$ cat src/rtl/ifid_queue_pkg.sv
// Shared fetch/decode constants and the buffered fetch packet type.
package ifid_queue_pkg;

  // Canonical RISC-V NOP: addi x0, x0, 0
  localparam logic [31:0] NOP_ENC  = 32'h0000_0013;
  localparam logic [31:0] PC_RESET = 32'h0000_0000;

  // One buffered fetch packet: 64 bits of {pc, instr}
  typedef struct packed {
    logic [31:0] pc;
    logic [31:0] instr;
  } fetch_pkt_t;

endpackage

$ cat src/rtl/ifid_queue.sv
// Two-entry IF/ID skid queue between fetch and decode.
// Outputs are driven from registered state only, so o_rdy has no
// combinational dependence on i_vld or i_dec_rdy.
module ifid_queue
  import ifid_queue_pkg::*;
#(
  parameter int          DEPTH     = 2,
  parameter logic [31:0] NOP_INSTR = NOP_ENC
) (
  input  logic        clk,
  input  logic        rst_n,
  input  logic [31:0] i_pc,
  input  logic [31:0] i_instr,
  input  logic        i_vld,
  output logic        o_rdy,
  output logic [31:0] o_pc,
  output logic [31:0] o_instr,
  output logic        o_vld,
  input  logic        i_dec_rdy,
  input  logic        i_flush,
  output logic [1:0]  o_count
);

  localparam logic [1:0] CNT_FULL = 2'(DEPTH);

  fetch_pkt_t mem [2];
  logic       wr_ptr;
  logic       rd_ptr;
  logic [1:0] count;
  logic       push;
  logic       pop;

  // Flush wins over both push and pop.
  assign push = i_vld && o_rdy && !i_flush;
  assign pop  = o_vld && i_dec_rdy && !i_flush;

  // Occupancy and pointer update; reset and flush both empty the queue.
  // NOTE: sequential state uses non-blocking assignments so every register
  // samples the pre-edge values, independent of statement order.
  always_ff @(posedge clk) begin
    if (!rst_n) begin
      count  <= 2'd0;
      wr_ptr <= 1'b0;
      rd_ptr <= 1'b0;
    end else if (i_flush) begin
      count  <= 2'd0;
      wr_ptr <= 1'b0;
      rd_ptr <= 1'b0;
    end else begin
      if (push) wr_ptr <= ~wr_ptr;
      if (pop)  rd_ptr <= ~rd_ptr;
      unique case ({push, pop})
        2'b10:   count <= count + 2'd1;
        2'b01:   count <= count - 2'd1;
        default: count <= count;
      endcase
    end
  end

  // Packet storage written at the write pointer on an accepted push.
  // NOTE: the data registers carry no reset; stale contents are never
  // visible because every output is masked by o_vld.
  always_ff @(posedge clk) begin
    if (push) mem[wr_ptr] <= '{pc: i_pc, instr: i_instr};
  end

  assign o_count = count;
  assign o_vld   = (count != 2'd0);
  assign o_rdy   = (count != CNT_FULL);
  assign o_pc    = o_vld ? mem[rd_ptr].pc    : PC_RESET;
  assign o_instr = o_vld ? mem[rd_ptr].instr : NOP_INSTR;

endmodule

$ cat config.mk
export PLATFORM = sky130hd
export DESIGN_NAME = ifid_queue
export DESIGN_NICKNAME = d
export VERILOG_FILES = /design/src/rtl/ifid_queue_pkg.sv /design/src/rtl/ifid_queue.sv
export SDC_FILE = /design/constraint.sdc
export NUM_CORES = 1
export LEC_CHECK = 0
export ABC_AREA = 1
export CAP_MARGIN = 20
export CORE_UTILIZATION = 43
export CTS_CLUSTER_SIZE = 25
export DETAILED_ROUTE_END_ITERATION = 12
export GPL_ROUTABILITY_DRIVEN = 0
export MAX_ROUTING_LAYER = met4
export PLACE_DENSITY = 0.85
export SYNTH_ARGS = -nofsm -noshare
export SYNTH_HDL_FRONTEND = slang
export SYNTH_SLANG_ARGS = --single-unit
$ cat constraint.sdc
create_clock -name clk -period 4.3 [get_ports clk]
set_input_delay 0.86 -clock clk [delete_from_list [all_inputs] [get_ports clk]]
set_output_delay 0.86 -clock clk [all_outputs]
set_load 0.01 [all_outputs]
# Word level (Yosys, flattened, before mapping)

Memory sizes are Yosys's and may differ from the RTL's. A register that Yosys moved wholly into a read port is not among the register bits.
Cells that the tools add are included.

$add $sub $neg: 2
Equality and inequality tests: 3
Muxes and demuxes: 7
Bitwise gates (word level): 3
Reduce and logical (&&, ||, !) cells: 8

Operators with widths:

| operator            | number |
|---|---|
| $mux 32             | 2 |
| $logic_and 1x1->1   | 4 |
| $mux 1              | 4 |
| $pmux 2 s2          | 1 |
| $reduce_bool 2->1   | 2 |
| $not 1->1           | 3 |
| $add 2x1->2 const B | 1 |
| $eq 2x1->1 const B  | 1 |
| $eq 2x2->1 const B  | 1 |
| $ne 2x2->1 const B  | 1 |
| $reduce_or 2->1     | 1 |
| $sub 2x1->2 const B | 1 |
| $logic_not 1->1     | 1 |

Register bits after elaboration: 4
RAM bits: 128
Input bits: 69
Output and inout bits: 68
Logic and storage cells: 27
Memories kept: 1

Memory list:

| memory | words | bits a word | read ports | clocked after memory_dff | write ports | line             | RTL |
|---|---|---|---|---|---|---|---|
| mem    | 2     | 64          | 1          | 1                        | 1           | ifid_queue.sv:26 | `fetch_pkt_t mem [2];` |

# Logic depth before layout (Yosys ltp)

Depth in word-level cells: 5
Gate-level depth with buffers: 10
Mapped depth without buffers: 10

# Least setup slack after synthesis

OpenSTA, ideal clock, no wires.

Path kind: input -> register
Start: in i_vld
End: mem mem[0][0] (netlist name), enable pin
Setup time: 0.486 ns
Arrival: 3.789 ns
Data required time: 3.814 ns
Path slack: 0.024 ns
Cell stages on the path: 4
Path buffers: 0
Path through: inv_1 > nor2_1 > nand2_1 > nor2_1

Cells in the longest elaborated chain, start to end: 4

RTL lines:

| what                            | line             | RTL |
|---|---|---|
| start, declared                 | ifid_queue.sv:14 | `input logic i_vld,` |
| $logic_and 1x1->1 (2 in series) | ifid_queue.sv:34 | `assign push = i_vld && o_rdy && !i_flush;` |
| $mux 1                          | ifid_queue.sv:64 | `if (push) mem[wr_ptr] <= '{pc: i_pc, instr: i_instr};` |
| $mux 1 (implied by the code)    | ifid_queue.sv:64 |  |
| end, declared                   | ifid_queue.sv:26 |  |

No other way between the ends.

# Final worst setup path

Start: reg count[1] (netlist: o_count[1])
End: out o_instr[4]

Cells in the longest elaborated chain, start to end: 2

RTL lines:

| what                   | line             | RTL |
|---|---|---|
| start, declared        | ifid_queue.sv:29 | `logic [1:0] count;` |
| start signal, assigned | ifid_queue.sv:53 | `2'b10: count <= count + 2'd1;` |
| start signal, assigned | ifid_queue.sv:54 | `2'b01: count <= count - 2'd1;` |
| start signal, assigned | ifid_queue.sv:55 | `default: count <= count;` |
| $reduce_bool 2->1      | ifid_queue.sv:68 | `assign o_vld = (count != 2'd0);` |
| $mux 32                | ifid_queue.sv:71 | `assign o_instr = o_vld ? mem[rd_ptr].instr : NOP_INSTR;` |
| end, declared          | ifid_queue.sv:17 | `output logic [31:0] o_instr,` |

No other way between the ends.

==> flow_summary.toml <==
[status]
status = "completed"

[logic_synthesis]
yosysWarnings = 0
synth_area_um2 = 5090
synthTopCellsByArea = "edfxtp_1 75%, nand2_1 10%, a21oi_1 5.3%, dfxtp_1 2.0%, a21oi_2 1.7%"
syn-instance-count = 381
seq_area_frac_synth_pct = 77.4
synth_top_cell_area_share_pct = 75.5
ys_seq_elements = 133
synth_area_leader_cell = "edfxtp_1"
synth_cell_types = 18
synth_fp_nets = 451
syn_avg_cell_area_um2 = 13.4

[power]
leakagePower_nw = 2.50
power_mw = 3.14
peakVddDrop_mv = 0.238
cellPowerDensity_nw_per_um2 = 436

[place]
portBuffers = 136
dp_slack_ps = 1370
dpl.hpwl_um = 6830

[routing]
drtIter0Drc = 220
dr_wl_met3_um = 664
via_per_inst = 5.07
route.met2.wl_um = 5760
dr.pass1.iters = 5
top_layer = "met4"
post_drt_wl_per_cell_um = 16.0
wirelength_um = 10800
ant_nets = 0
m1WireLength_um = 4320
num_vias = 3440
drc = 0

[hold_path]
hold_path.class = "flop to flop"

[grt]
grt_pass1_wl_um = 17100
grt_max_degree = 65
grt_pass1_vias = 3467
antenna_found_initial = 0
grt_overflow = 0
grt_use_total_pct = 18.6

[critical_path]
crit_slowest_cell = "nor2_8"
crit_path_end_kind = "primary output"
start_kind = "flop"
critPathKind = "flop to primary output"
path_cells = "nor2_8 > inv_4 > nand3_1 > clkdlybuf4s50_1"
critical_path_peak_fanout = 62
worstPathArrival_ps = 2380
cpLargestDelayFamily = "simple AND/OR/NAND/NOR gates"
critical-path-max-stage-delay_ps = 760
path_buf_inv = 2
required_ps = 3440

[sta]
setup_ws_ps = 1060
hold_viol = 0
slew_headroom_pct = 36.7
slew_viol_final = 0
finalCriticalPeriod_ps = 3240
setup_violations = 0
timing.fmax_mhz = 309
setup_tns_ps = 0
fin_crit_sh_pct = 75.2
grt_setup_unrepaired = "no"
clock_skew_ps = 3.23
worstMarginPinSlew_ps = 950

[finish]
drive_above_1_share_pct = 9.72
syn_to_final_growth_pct = 41.1
diodes = 0
final_cell_mix = "136 x nand2_1, 136 x clkdlybuf4s50_1, 128 x edfxtp_1, 54 x a21oi_1, 17 x clkbuf_16"
fin_nets = 592

[die]
fp.dieH_um = 111
initial_core_util_pct = 44.4
die-area_um2 = 12300
die_x_um = 111
num_rows = 39
core_um2 = 11500
ios = 137

[clock_network]
cts.sinks = 133
hold_buffers = 0
cts_tree = "done"
clk_pin_slew_ps = 60
cts-root-buf = "clkbuf_16"
worstSkewPairLatency_ps = 400
cts.htree.levels = 4
cts_setup_buffers = 0
clk_path_buf_depth = 2
cts_inserted_buffers = 17
cts-resized-gates = 0

[job]
max_cap_viol_count = 0
## report_power, final
group / switching, mW / internal [mW]
clock network: 0.511 / 0.963
registers: 0.0102 / 1.46
logic: 0.0880 / 0.102
## worst paths after layout
check,startpoint,endpoint,slack (ps),cells after the start
setup / recovery,o_count[1],o_instr[4],1060,4
hold / removal,rd_ptr,rd_ptr,520,2
setup reg to reg,o_count[1],o_count[1],2020,10
hold reg to reg,rd_ptr,rd_ptr,520,2
## logic make-up (layout without fill, tap and decap cells)
kind of cell	Yosys count	count (layout)	synth area share [%]
fa+ha+maj	1	1	0.246
simple gates	155	155	12.0
flops	133	133	77.4
buf+inv	27	181	3.22
compound gates	65	65	7.13
## cell usage after synthesis, drive strengths merged
master,number
o21ai,1
nand3,5
nor2,12
edfxtp,128
ha,1
buf,19
inv,8
nand2,137
a21oi,64
dfxtp,5
nand4,1
## worst register-to-register path, delay by kind of cell, from the launching register on
family,cells,cell delay [ps]
simple gates,7,1290
fa+ha+maj,1,300
flops,1,410
buf+inv,2,210
## layer usage
metal | global-route usage (%) | up-vias
met3 | 5.14 | 9
met5 | - | -
met2 | 31.5 | 155
met4 | 6.76 | 0
li1 | - | 1629
met1 | 21.2 | 1647
## state kept, by name (all words and copies together), names as in the netlist, named ones only
register  count
mem         128
o_count       2
rd_ptr        1
wr_ptr        1
## metrics by stage
step | hold WS, ps | instances | utilization, % | cell area [um^2]
after floorplan | 465 | 381 | - | 5090
after global placement | 482 | 645 | 57.1 | 6550
after detailed placement | 500 | 645 | 57.1 | 6550
after CTS | 525 | 677 | 62.5 | 7160
after global routing | 551 | 678 | 62.7 | 7180
final | 523 | 678 | 62.7 | 7180
## layout make-up
type	instances	area, um^2
Timing Repair Buffer	141	1420
Tap cell	143	179
Clock buffer	17	425
Inverter	8	32.5
Multi-Input combinational cell	221	992
Sequential cell	133	3950
Fill cell	885	4280
Clock inverter	15	186
Power figures use the tool's default switching activity.
